==> config.mk <==
export PLATFORM = sky130hd
export DESIGN_NAME = ds_dac_scheduler
export DESIGN_NICKNAME = d
export VERILOG_FILES = /design/src/rtl/ds_dac_scheduler.sv
export SDC_FILE = /design/constraint.sdc
export NUM_CORES = 1
export LEC_CHECK = 0
export ABC_AREA = 1
export BUFFER_PORTS_ARGS = -buffer_cell sky130_fd_sc_hd__buf_2
export CORE_MARGIN = 2
export CORE_UTILIZATION = 45
export DETAILED_ROUTE_END_ITERATION = 8
export PLACE_DENSITY_LB_ADDON = 0.3
export SYNTH_ARGS = -nofsm -noshare
export SYNTH_HDL_FRONTEND = slang
export SYNTH_SLANG_ARGS = --single-unit
==> constraint.sdc <==
create_clock -name clk -period 6.3 [get_ports clk]
set_input_delay 0.945 -clock clk [delete_from_list [all_inputs] [get_ports clk]]
set_output_delay 0.945 -clock clk [all_outputs]
set_load 0.1 [all_outputs]
==> src/rtl/ds_dac_scheduler.sv <==
// ds_dac_scheduler: sample FIFO plus a playback FSM for ds_DAC.
// Each sample is held on value for HOLD_CYCLES clocks. The bus sits at
// IDLE_VALUE with the modulator cleared while idle, and an empty FIFO at
// a period boundary raises the sticky underrun flag.
module ds_dac_scheduler #(
    parameter int unsigned WIDTH       = 8,
    parameter int unsigned HOLD_CYCLES = 256,
    parameter int unsigned FIFO_DEPTH  = 4,
    parameter int unsigned IDLE_VALUE  = 128
) (
    input  logic                          clk,
    input  logic                          clr,
    input  logic                          enable,
    input  logic                          s_valid,
    input  logic [WIDTH-1:0]              s_data,
    output logic                          s_ready,
    output logic [WIDTH-1:0]              value,
    output logic                          dac_clrn,
    output logic                          sample_strobe,
    output logic                          underrun,
    input  logic                          clr_underrun,
    output logic [$clog2(FIFO_DEPTH):0]   fifo_level
);

    localparam int unsigned CNT_W = (HOLD_CYCLES > 1) ? $clog2(HOLD_CYCLES) : 1;
    localparam int unsigned PTR_W = $clog2(FIFO_DEPTH);
    localparam int unsigned LVL_W = PTR_W + 1;

    localparam logic [CNT_W-1:0] CNT_LAST  = CNT_W'(HOLD_CYCLES - 1);
    localparam logic [WIDTH-1:0] IDLE_CODE = WIDTH'(IDLE_VALUE);
    localparam logic [LVL_W-1:0] LVL_FULL  = LVL_W'(FIFO_DEPTH);

    typedef enum logic [1:0] {
        ST_IDLE,
        ST_PRIME,
        ST_RUN
    } state_t;

    state_t state_q, state_d;

    logic [WIDTH-1:0] mem [FIFO_DEPTH];
    logic [PTR_W-1:0] wr_ptr, rd_ptr;
    logic [CNT_W-1:0] cnt_q, cnt_d;

    logic             push, pop;
    logic             fifo_nonempty;
    logic             at_last;
    logic [WIDTH-1:0] value_d;
    logic             clrn_d;
    logic             strobe_d;
    logic             underrun_set;

    // Full blocks a push even when a pop lands on the same edge.
    assign s_ready       = (fifo_level < LVL_FULL);
    assign push          = s_valid & s_ready;
    assign fifo_nonempty = (fifo_level != '0);
    assign at_last       = (cnt_q == CNT_LAST);

    // FIFO storage write; the array needs no reset because occupancy is tracked by the pointers.
    always_ff @(posedge clk) begin
        if (push) begin
            mem[wr_ptr] <= s_data;
        end
    end

    // Playback state register.
    always_ff @(posedge clk or posedge clr) begin
        if (clr) begin
            state_q <= ST_IDLE;
        end else begin
            state_q <= state_d;
        end
    end

    // Next state, pop decision and next values of the registered outputs.
    always_comb begin
        state_d      = state_q;
        pop          = 1'b0;
        cnt_d        = cnt_q;
        value_d      = value;
        clrn_d       = dac_clrn;
        strobe_d     = 1'b0;
        underrun_set = 1'b0;
        case (state_q)
            ST_IDLE: begin
                value_d = IDLE_CODE;
                clrn_d  = 1'b0;
                cnt_d   = '0;
                if (enable) begin
                    state_d = ST_PRIME;
                end
            end
            ST_PRIME: begin
                cnt_d = '0;
                if (!enable) begin
                    state_d = ST_IDLE;
                end else if (fifo_nonempty) begin
                    pop      = 1'b1;
                    value_d  = mem[rd_ptr];
                    clrn_d   = 1'b1;
                    strobe_d = 1'b1;
                    state_d  = ST_RUN;
                end
            end
            ST_RUN: begin
                // enable is only looked at on the terminal count, so the
                // current period always completes.
                if (at_last) begin
                    cnt_d = '0;
                    if (!enable) begin
                        state_d = ST_IDLE;
                        value_d = IDLE_CODE;
                        clrn_d  = 1'b0;
                    end else if (fifo_nonempty) begin
                        pop      = 1'b1;
                        value_d  = mem[rd_ptr];
                        strobe_d = 1'b1;
                    end else begin
                        underrun_set = 1'b1;
                    end
                end else begin
                    cnt_d = cnt_q + CNT_W'(1);
                end
            end
            default: begin
                state_d = ST_IDLE;
            end
        endcase
    end

    // Registered outputs, hold counter and FIFO pointers/occupancy.
    always_ff @(posedge clk or posedge clr) begin
        if (clr) begin
            cnt_q         <= '0;
            value         <= IDLE_CODE;
            dac_clrn      <= 1'b0;
            sample_strobe <= 1'b0;
            underrun      <= 1'b0;
            wr_ptr        <= '0;
            rd_ptr        <= '0;
            fifo_level    <= '0;
        end else begin
            cnt_q         <= cnt_d;
            value         <= value_d;
            dac_clrn      <= clrn_d;
            sample_strobe <= strobe_d;
            if (underrun_set) begin
                underrun <= 1'b1;
            end else if (clr_underrun) begin
                underrun <= 1'b0;
            end
            if (push) begin
                wr_ptr <= wr_ptr + PTR_W'(1);
            end
            if (pop) begin
                rd_ptr <= rd_ptr + PTR_W'(1);
            end
            case ({push, pop})
                2'b10:   fifo_level <= fifo_level + LVL_W'(1);
                2'b01:   fifo_level <= fifo_level - LVL_W'(1);
                default: fifo_level <= fifo_level;
            endcase
        end
    end

endmodule

After elaboration in Yosys (flattened, before gate mapping) --
Memory sizes are Yosys's and may differ from the RTL's. Cells that the tools add are included. W data, S select, Z words.
Storage, ports and cells: bits of input ports 13, logic and storage cells 69, RAM bits 32, memories kept 1, register bits after elaboration 28
Memory list:
- mem | depth 4, bits a word 8, rd ports 1, clocked after Yosys merged registers in 0, write ports 1, line 41 | logic [WIDTH-1:0] mem [FIFO_DEPTH];
Operators by class: equal/unequal tests 11, add/subtract/negate cells 5, bitwise operators 1, reductions and logical operators 10, magnitude comparators 1, multiplexer cells 31
Operators with widths (count):
- $mux W8 | 5
- $pmux W8 S3 | 1
- $pmux W8 S2 | 1
- $mux W1 | 15
- $mux W2 | 5
- $ne A2 B2 Y1 const B | 5
- $add A8 B1 Y8 const B | 1
- $eq A8 B8 Y1 const B | 1
- $pmux W2 S3 | 1
- $pmux W3 S2 | 1
- $reduce_bool A2 Y1 | 3
- $reduce_bool A3 Y1 | 2
- $reduce_and A5 Y1 | 1
- $add A2 B1 Y2 const B | 2
- $eq A2 B1 Y1 const B | 2
- $eq A2 B2 Y1 const B | 2
- $reduce_and A4 Y1 | 1
- $add A3 B1 Y3 const B | 1
- $lt A3 B3 Y1 const B | 1
- $ne A3 B3 Y1 const B | 1
- $pmux W1 S3 | 1
- $reduce_and A3 Y1 | 1
- $sub A3 B1 Y3 const B | 1
- $logic_not A2 Y1 | 1
- 3 further kinds | 3

Depth between registers and ports, before layout --
Gate-level depths: netlist of run 1.
depth after elaboration 7, gate-level depth with buffers 13

Least setup slack after synthesis of run 1 --
No wires, ideal clock.
path type register to register, start register fifo_level[2], end register fifo_level[2], required time 6.155 ns, library setup time 0.145 ns, stages on the path, launching flop included 13, arrival time 2.922 ns, setup slack 3.233 ns, cell sequence dfrtp_1 inv_2 nand3_2 inv_2 nor3_1 nand2_1 inv_1 ha_1 inv_1 fa_1 a21oi_1 o21ai_0 xor2_1
RTL lines:
- from (decl) | line 22 | output logic [$clog2(FIFO_DEPTH):0] fifo_level
- from (signal assigned) | line 159 | 2'b10: fifo_level <= fifo_level + LVL_W'(1);
- from (signal assigned) | line 160 | 2'b01: fifo_level <= fifo_level - LVL_W'(1);
- from (signal assigned) | line 161 | default: fifo_level <= fifo_level;
- $lt A3 B3 Y1 * | line 54 | assign s_ready = (fifo_level < LVL_FULL);
- named net s_ready | line 16 | output logic s_ready,
- $and A1 B1 Y1 * | line 55 | assign push = s_valid & s_ready;
- $eq A2 B1 Y1 or $eq A2 B2 Y1 (tied branches) | line 158 | case ({push, pop})
- $pmux W3 S2 or $reduce_bool A2 Y1 (tied branches)
The timed path passes the listed nets; every way through them passes the cells marked *. A chain may end at the register's enable or synchronous reset.

Worst setup path after layout of run 1 --
start input enable, end register fifo_level[2]
On the way: longest elaborated chain between the ends 5
Ends and longest elaborated chain:
- from (decl) | line 13 | input logic enable,
- $mux W1 * | line 110 | if (!enable) begin
- $mux W1 | line 108 | if (at_last) begin
- $pmux W1 S2 * | line 84 | case (state_q)
- named net pop | line 45 | logic push, pop;
- $eq A2 B1 Y1 or $eq A2 B2 Y1 (tied branches) | line 158
- $pmux W3 S2 or $reduce_bool A2 Y1 (tied branches)
Marked as above.

==> results of run 1 <==
-- layout make-up --
type                    count  area share
multi-input cells         156      0.2951
well taps                  75     0.02983
inverters                  34     0.04057
clock inverters             2     0.01114
repair buffers             27     0.04296
flip-flops and latches     60      0.5286
clock buffers              14     0.05171
-- synth_stat cells --
| cell | n | area (sq um) |
|---|---|---|
| a21oi_1 | 8 | 40.04 |
| buf_12 | 1 | 20.02 |
| buf_2 | 1 | 5.000 |
| buf_4 | 2 | 15.01 |
| clkbuf_1 | 1 | 3.750 |
| clkinv_1 | 1 | 3.750 |
| dfrtp_1 | 27 | 675.7 |
| dfstp_2 | 1 | 26.28 |
| edfxtp_1 | 32 | 960.9 |
| fa_1 | 1 | 20.02 |
| ha_1 | 10 | 125.1 |
| inv_1 | 31 | 116.4 |
| inv_2 | 2 | 7.510 |
| nand2_1 | 26 | 97.59 |
| nand2_2 | 5 | 31.28 |
| nand2_4 | 2 | 22.52 |
| nand3_1 | 8 | 40.04 |
| nand3_2 | 1 | 10.01 |
| nor2_1 | 38 | 142.6 |
| nor2_2 | 2 | 12.51 |
| nor2_4 | 1 | 11.26 |
| nor2_8 | 1 | 20.02 |
| nor3_1 | 5 | 25.02 |
| nor3b_1 | 1 | 7.510 |
| o211ai_1 | 1 | 7.510 |
| o21a_1 | 1 | 7.510 |
| o21ai_0 | 21 | 105.1 |
| o21ai_2 | 7 | 61.31 |
| o22a_1 | 6 | 52.55 |
| o22ai_1 | 2 | 12.51 |
| o32ai_1 | 1 | 8.760 |
| or2_2 | 1 | 6.260 |
| xnor2_1 | 3 | 26.28 |
| xor2_1 | 4 | 35.03 |
-- kinds of logic after synthesis --
logic type      synth area share
xor+xnor                 0.02219
simple gates              0.1544
fa+ha+maj                0.05254
flops                     0.6019
buf+inv                  0.06204
compound gates            0.1069
-- layer usage --
| metal | part of all wire | wire (microns) | up-vias |
|---|---|---|---|
| met5 | 0 | 0 | - |
| met4 | 0.0096 | 46 | 0 |
| met3 | 0.044 | 211 | 4 |
| met2 | 0.47 | 2239 | 33 |
| met1 | 0.48 | 2289 | 826 |
| li1 | - | - | 910 |
-- cell usage in the layout, fill, tap and decap left out, types with 2 or more instances in the layout --
cell and n:
nand3_1 8, buf_2 27, o21ai_0 21, xnor2_1 3, nor2_2 2, a21oi_1 8, nor3_1 5, nand2_2 5
clkbuf_1 3, nand2_4 2, ha_1 10, o22ai_1 2, nor2_1 38, dfrtp_1 27, inv_1 31, xor2_1 4
nand2_1 26, edfxtp_1 32, inv_2 2, o21ai_2 7, clkbuf_8 11, o22a_1 6
-- registers in the layout, summed over array words and instances (netlist names) --
register       cells
mem               32
cnt_q              8
value              8
fifo_level         3
rd_ptr             2
state_q            2
wr_ptr             2
dac_clrn           1
sample_strobe      1
underrun           1
-- per-stage QoR --
step	cell area (sq um)	hold WS (ns)	util
6_report	3146	0.4915	0.5313
5_1_grt	3146	0.5245	0.5313
4_1_cts	3146	0.5001	0.5313
3_5_place_dp	2948	0.4872	0.4979
3_3_place_gp	2948	0.4825	0.4979
2_1_floorplan	2763	0.4786	-
-- path summary, 6_finish.rpt --
path	from	to	slack, ns	cells past startpoint
worst max-delay path	enable	fifo_level[2]	3.99	11
worst max register to register	state_q[0]	fifo_level[2]	3.99	12
worst min register to register	dac_clrn	dac_clrn	0.49	1
max in group asynchronous	clr	cnt_q[0]	4.78	2
worst min-delay path	dac_clrn	dac_clrn	0.49	1
min in group asynchronous	clr	fifo_level[2]	0.88	2
==> results.yml, run 1 <==
synth:
  postSynthCellCount: 255
  ys_types: 34
  ys_seq_area_frac: 0.6019
  synth_nets: 279
  synth-seq-cells: 60
  netlist_area_sq_um: 2763
  synth_area_per_cell_sq_um: 10.83
  ys_warn_count: 0
routing:
  drc: 0
  drt_iter0_markers: 62
  drt_wl_total_mm: 4.787
  ant_nets: 0
  drt-pass1-iter-count: 4
  wl_per_cell_microns: 13.01
  vias: 1773
  viasPerCell: 4.818
cts:
  clockRootBuffer: "clkbuf_8"
  cts_tree: "done"
  clk_path_buf_depth: 2
  holdBufCountCts: 0
  cts.clk_slew.worst_paths_ns: 0.06
  clk_latency_ns: 0.32
  htree_levels: 3
  cts_resized: 0
  cts_sinks: 60
  post-cts-setup-buffer-count: 0
  cts_buffers: 9
die:
  fp.dieW_microns: 82.36
  dieHeight_microns: 82.36
  die-area_sq_um: 6782
  floorplan.initialDensity: 0.4666
  num_io_pins: 28
  coreArea_sq_um: 5921
  num_rows: 28
job:
  cap_violations: 0
sta:
  period_needed_ns: 2.313
  tns_ns: 0
  slew_headroom: 0.2923
  hold_viol_final: 0
  rsz0062_at_grt: "false"
  clock_skew_ns: 0.007361
  drv_slew: 0
  tightest_slew_ns: 1.060
  fin_crit_sh: 0.3671
  fin_ws_ns: 3.987
  setup_viol: 0
  timing.fmax_mhz: 432.4
global_routing:
  grt_overflow: 0
  grt_util_met3: 0.04348
  track_usage: 0.1618
  use_met1: 0.2282
  antenna_found_initial: 0
  grt_max_degree: 29
  grt_pass1_vias: 1747
  use_met2: 0.2371
  busiest_layer: "met2"
  grt_pass1_wl_mm: 8.052
setup_path:
  end_kind: "flip-flop"
  cp_common_cell: "inv_1"
  critical_path_buf_inv_count: 4
  crit_path_cell_trace: "buf_2, inv_1, nor3_1, nand2_1, inv_1, ha_1, inv_1, fa_1, a21oi_1, o21ai_0, xor2_1"
  worstPathMaxFanout: 4
  arrival_ns: 2.51
  slowest_stage: "fa_1"
  required_ns: 6.49
  path_class: "in -> reg"
  setup.worst_path.start_class: "primary input"
  cp_top_family: "adder cells"
  critPathMaxStageDelay_ns: 0.38
placed_design:
  dp_hpwl_mm: 3.304
  io_buffers: 27
  placed_cells_incl_taps: 352
  place_ws_ns: 3.656
  place.gp.congestion: 0.8666
final_layout:
  multiInputGateArea_sq_um: 928.4
  n_fill_cell: 517
  final_net_count: 312
  synthToLayoutAreaGrowth_pct: 13.86
  fin_cells: 368
  area.sequential_sq_um: 1663
  diodes: 0
  drive_above_1_share: 0.2150
worst_hold_path:
  hold_path_class: "reg -> reg"
outcome:
  outcome: "complete, no violations"
Power of run 1 is left out: the tool's default activity adds up to more than one toggle a clock period on the data nets, which glitch-free logic cannot reach.
==> inputs of run 2 (changes only) <==
--- a/config.mk
+++ b/config.mk
@@ -5,7 +5,7 @@
 export SDC_FILE = /design/constraint.sdc
 export NUM_CORES = 1
 export LEC_CHECK = 0
-export ABC_AREA = 1
+export ABC_AREA = 0
 export BUFFER_PORTS_ARGS = -buffer_cell sky130_fd_sc_hd__buf_2
 export CORE_MARGIN = 2
 export CORE_UTILIZATION = 45
==> constraint.sdc (replaced) <==
create_clock -name clk -period 2.06 [get_ports clk]
set_input_delay 0.309 -clock clk [delete_from_list [all_inputs] [get_ports clk]]
set_output_delay 0.309 -clock clk [all_outputs]
set_load 0.1 [all_outputs]
==> results.yml, run 2 <==
outcome:
  outcome: "complete, but fails checks"
  violations: "negative setup slack"
setup_path:
  worstPathMaxFanout: 3
  crit_path_cell_trace: "inv_1, ha_2, a31oi_4, nor3_4, ha_2, inv_2, fa_2, xor2_1, nor2_1, xnor2_1"
  critPathMaxStageDelay_ns: 0.39
  required_ns: 2.32
  path_class: "reg -> reg"
  end_kind: "flip-flop"
  critical_path_buf_inv_count: 2
  arrival_ns: 2.33
  setup.worst_path.start_class: "flip-flop"
  cp_common_cell: "ha_2"
  slowest_stage: "dfrtp_1"
  cp_top_family: "adder cells"
routing:
  viasPerCell: 5.102
  drc: 0
  vias: 1704
  wl_per_cell_microns: 14.82
  drt_wl_total_mm: 4.949
  drt-pass1-iter-count: 4
  ant_nets: 0
  drt_iter0_markers: 128
global_routing:
  grt_max_degree: 29
  grt_overflow: 0
  grt_pass1_wl_mm: 8.128
  track_usage: 0.1649
  antenna_found_initial: 0
  grt_pass1_vias: 1754
sta:
  hold_viol_final: 0
  period_needed_ns: 2.072
  rsz0062_at_grt: "true"
  slew_headroom: 0.6784
  tns_ns: -0.01198
  hold_ws_ns: 0.01923
  fin_ws_ns: -0.01198
  timing.fmax_mhz: 482.6
  drv_slew: 0
  clock_skew_ns: 0.01120
  setup_viol: 1
  fin_crit_sh: 1.006
  tightest_slew_ns: 0.4857
synth:
  ys_seq_area_frac: 0.5981
  synth_nets: 220
  synth_common_cells: "edfxtp_1, dfrtp_1, inv_1, nor2_1"
  netlist_area_sq_um: 2780
  ys_warn_count: 0
  async_flop_share: 0.4667
  synth-seq-cells: 60
  postSynthCellCount: 196
  synth_top_area_frac: 0.3456
  synth-edff-count: 32
  yosysMostFrequentCell: "edfxtp_1"
  synth_area_per_cell_sq_um: 14.18
  ys_types: 44
  synth_flop_cell: "edfxtp_1"
  yosys-top-cells-area: "edfxtp_1, dfrtp_1, mux4_1"
  yosysTopAreaCell: "edfxtp_1"
final_layout:
  diodes: 0
  reg_top3: "mem: 32 flops, cnt_q: 8 flops, value: 8 flops"
  largest_register_ffs: 32
  area.sequential_sq_um: 1674
  n_fill_cell: 486
  final_cell_mix: "edfxtp_1, buf_2, buf_4"
  multiInputGateArea_sq_um: 1082
  synthToLayoutAreaGrowth_pct: 23.36
  layout_commonest_cell: "edfxtp_1"
  final_net_count: 278
  final_area_sq_um: 3430
  top_register: "mem"
  drive_above_1_share: 0.3629
power:
  vdd_drop_max_mv: 0.8200
  sw_frac_of_total: 0.4367
  comb_power_share: 0.502
  power_frac_clock: 0.196
  power_density_nw_per_um2: 1638
  p_int_uw: 3165
  p_leak_uw: 0.001440
  seq_power_share: 0.302
  power.switching_uw: 2453
cts:
  clk_path_buf_depth: 2
  cts_sinks: 60
  clk_latency_ns: 0.34
  cts.clk_slew.worst_paths_ns: 0.08
  cts_buffers: 9
  holdBufCountCts: 0
  cts_tree: "done"
  htree_levels: 3
  clockRootBuffer: "clkbuf_8"
placed_design:
  place_ws_ns: 0.009268
  io_buffers: 27
  dp_hpwl_mm: 3.559
  placedInstanceArea_sq_um: 3199
  place.gp.congestion: 0.7710
die:
  fp.dieW_microns: 82.60
  die-area_sq_um: 6823
  coreArea_sq_um: 5956
  num_io_pins: 28
  floorplan.initialDensity: 0.4668
  dieHeight_microns: 82.60
  num_rows: 28
worst_hold_path:
  hold_path_class: "in -> async"
job:
  cap_violations: 0
## run 2: tightest hold or removal path: cells and delay by family
family	cells	cell delay, ns
buffers and inverters	3	0.46
## run 2: path summary, 6_finish.rpt
path | from | endpoint | slack, ns | cells after the start
min in group clk | s_data[6] | mem[0][6] | 0.18 | 1
worst max-delay path | state_q[0] | fifo_level[2] | -0.01 | 10
worst min-delay path | clr | cnt_q[2] | 0.02 | 3
worst max register to register | state_q[0] | fifo_level[2] | -0.01 | 10
worst min register to register | underrun | underrun | 0.50 | 2
max in group asynchronous | clr | value[7] | 1.73 | 3
## run 2: logic make-up after synthesis
kind of cell,share of synthesized area
XOR/XNOR,0.03465
AND/OR/NAND/NOR,0.1013
adder cells (fa/ha/maj),0.05221
AO/OA/AOI/OAI,0.08956
multiplexers,0.09046
buffers and inverters,0.03375
flip-flops,0.5981
## run 2: final cells by class
| class | instances | share of cell area |
|---|---|---|
| sequential | 60 | 0.4881 |
| multi-input combinational | 118 | 0.3156 |
| timing repair buffer | 52 | 0.09413 |
| clock buffer | 9 | 0.03612 |
| tap | 75 | 0.02736 |
| clock inverter | 7 | 0.02444 |
| inverter | 13 | 0.01423 |
## run 2: routing by layer
metal	global-route usage	wire length (microns)	vias up
met4	0.08852	76	0
met2	0.2685	2406	29
met5	0	0	-
met3	0.03913	160	7
li1	-	-	839
met1	0.2033	2304	829
## run 2: power by group through the flow
stage | Sequential [uW] | Clock [uW] | Combinational (uW)
finish | 1700 | 1100 | 2820
global placement | 1720 | 0 | 2760
floorplan | 2370 | 0 | 1510
global route | 1730 | 1180 | 3050
CTS | 1700 | 1130 | 2790
detailed placement | 1730 | 0 | 2780
## run 2: timing repair
action | 4_1_cts | 5_1_grt
setup endpoints to repair | 1 | 2
resized for setup | 1 | 2
pin swaps | 3 | 0
buffers inserted | 0 | 1
## run 2: per-stage QoR
| step | utilization | cells | power [uW] |
|---|---|---|---|
| final | 0.5758 | 334 | 5619 |
| after floorplan | - | 196 | 3877 |
| after global placement | 0.5372 | 317 | 4475 |
| after global routing | 0.5758 | 334 | 5958 |
| after detailed placement | 0.5372 | 317 | 4505 |
| after CTS | 0.5721 | 333 | 5620 |
Note: power is estimated with default switching activity, not from simulation.
==> inputs of run 3 (changes only) <==
==> constraint.sdc (replaced) <==
create_clock -name clk -period 2.2 [get_ports clk]
set_input_delay 0.33 -clock clk [delete_from_list [all_inputs] [get_ports clk]]
set_output_delay 0.33 -clock clk [all_outputs]
set_load 0.1 [all_outputs]
==> results.yml, run 3 (synthesis gave the netlist of run 2 again) <==
setup_path:
  reg2regPathDepth: 10
  arrival_ns: 2.34
  cp_top_family: "adder cells"
  crit_path_cell_trace: "inv_2, ha_1, nand2_2, nor3_4, ha_2, inv_1, fa_2, xor2_1, nor2_1, xnor2_1"
  critPathMaxStageDelay_ns: 0.40
  r2r-end: "fifo_level[2]"
  critical_path_buf_inv_count: 2
  setup.worst_path.start_class: "flip-flop"
  cp_num_cells: 10
  path_class: "reg -> reg"
  worstPathMaxFanout: 3
  endpoint: "fifo_level[2]"
  slowest_stage: "dfrtp_1"
  cp-startpoint: "state_q[0]"
  r2r_setup_slack_ns: 0.11
  required_ns: 2.45
  end_kind: "flip-flop"
  r2r_start: "state_q[0]"
sta:
  hold_viol_final: 0
  fin_ws_ns: 0.1101
  hold_ws_ns: 0.05818
  tightest_slew_ns: 0.6376
  clock_skew_ns: 0.007257
  period_needed_ns: 2.090
  tns_ns: 0
  slew_headroom: 0.5721
  drv_slew: 0
  setup_viol: 0
  fin_crit_sh: 0.9500
  timing.fmax_mhz: 478.5
global_routing:
  grt_pass1_vias: 1679
  grt_pass1_wl_mm: 8.079
  grt_overflow: 0
  antenna_found_initial: 0
  grt_max_degree: 29
  track_usage: 0.1669
cts:
  cts_sinks: 60
  htree_levels: 3
  clockRootBuffer: "clkbuf_8"
  clk_latency_ns: 0.33
  clk_path_buf_depth: 2
  cts_tree: "done"
  cts.clk_slew.worst_paths_ns: 0.06
  cts_buffers: 9
die:
  num_rows: 28
  num_io_pins: 28
  die-area_sq_um: 6823
  fp.dieW_microns: 82.60
  coreArea_sq_um: 5956
  floorplan.initialDensity: 0.4668
  dieHeight_microns: 82.60
placed_design:
  placedInstanceArea_sq_um: 3103
  io_buffers: 27
  place.gp.congestion: 0.7545
  dp_hpwl_mm: 3.402
  place_ws_ns: 0.01603
routing:
  drc: 0
  ant_nets: 0
  vias: 1724
  drt_iter0_markers: 62
  drt-pass1-iter-count: 4
  drt_wl_total_mm: 4.940
  wl_per_cell_microns: 14.97
  viasPerCell: 5.224
final_layout:
  n_fill_cell: 523
  area.sequential_sq_um: 1674
  largest_register_ffs: 32
  layout_commonest_cell: "edfxtp_1"
  reg_top3: "mem: 32 flops, cnt_q: 8 flops, value: 8 flops"
  post-route-util: 0.5695
  drive_above_1_share: 0.3333
  synthToLayoutAreaGrowth_pct: 22.01
  diodes: 0
  final_cell_mix: "edfxtp_1, buf_2, dfrtp_1"
  final_net_count: 274
  top_register: "mem"
  multiInputGateArea_sq_um: 1065
  final_area_sq_um: 3392
power:
  p_leak_uw: 0.001424
  vdd_drop_max_mv: 0.6721
  power_density_nw_per_um2: 1545
job:
  cap_violations: 0
outcome:
  outcome: "complete, no violations"
worst_hold_path:
  hold_path_class: "in -> async"
## run 3: worst min-delay path: stages
cell and delay [ns]:
buf_2 0.09, inv_1 0.04, buf_4 0.34
## run 3: stage by stage
step / cells / power (uW)
after global placement: 309 / 4072
after CTS: 328 / 5232
after floorplan: 196 / 3578
after detailed placement: 309 / 4107
after global routing: 330 / 5567
final: 330 / 5241
## run 3: worst min-delay path by stage
stage | from | to | slack (ns)
4_1_cts | clr | cnt_q[4] | 0.06
2_1_floorplan | clr | cnt_q[0] | 0.39
3_3_place_gp | clr | value[6] | 0.42
5_1_grt | clr | value[4] | 0.09
3_5_place_dp | clr | value[3] | 0.42
6_report | clr | cnt_q[1] | 0.06
## run 3: routing by layer
metal,vias to the layer above,GRT usage,share of wire
met5,-,0,0
met4,0,0.07705,0.016
met1,839,0.2093,0.44
li1,833,-,-
met2,45,0.2589,0.49
met3,7,0.05978,0.051
## run 3: power by group
group / internal (uW) / total [uW] / switching, uW
combinational: 897 / 2550 / 1660
clock: 663 / 1070 / 409
sequential: 1470 / 1620 / 150
total: 3030 / 5240 / 2210
## run 3: area by class of cell
type	instances	area share
Multi-Input combinational cell	118	0.3139
Timing Repair Buffer	48	0.08632
Clock inverter	5	0.02250
Inverter	13	0.01439
Clock buffer	11	0.04168
Tap cell	75	0.02767
Sequential cell	60	0.4935
## run 3: timing repair
action	4_1_cts	5_1_grt
hold buffers	0	0
resized for setup	5	4
setup endpoints to repair	1	1
pin swaps	4	3
setup buffers	3	2
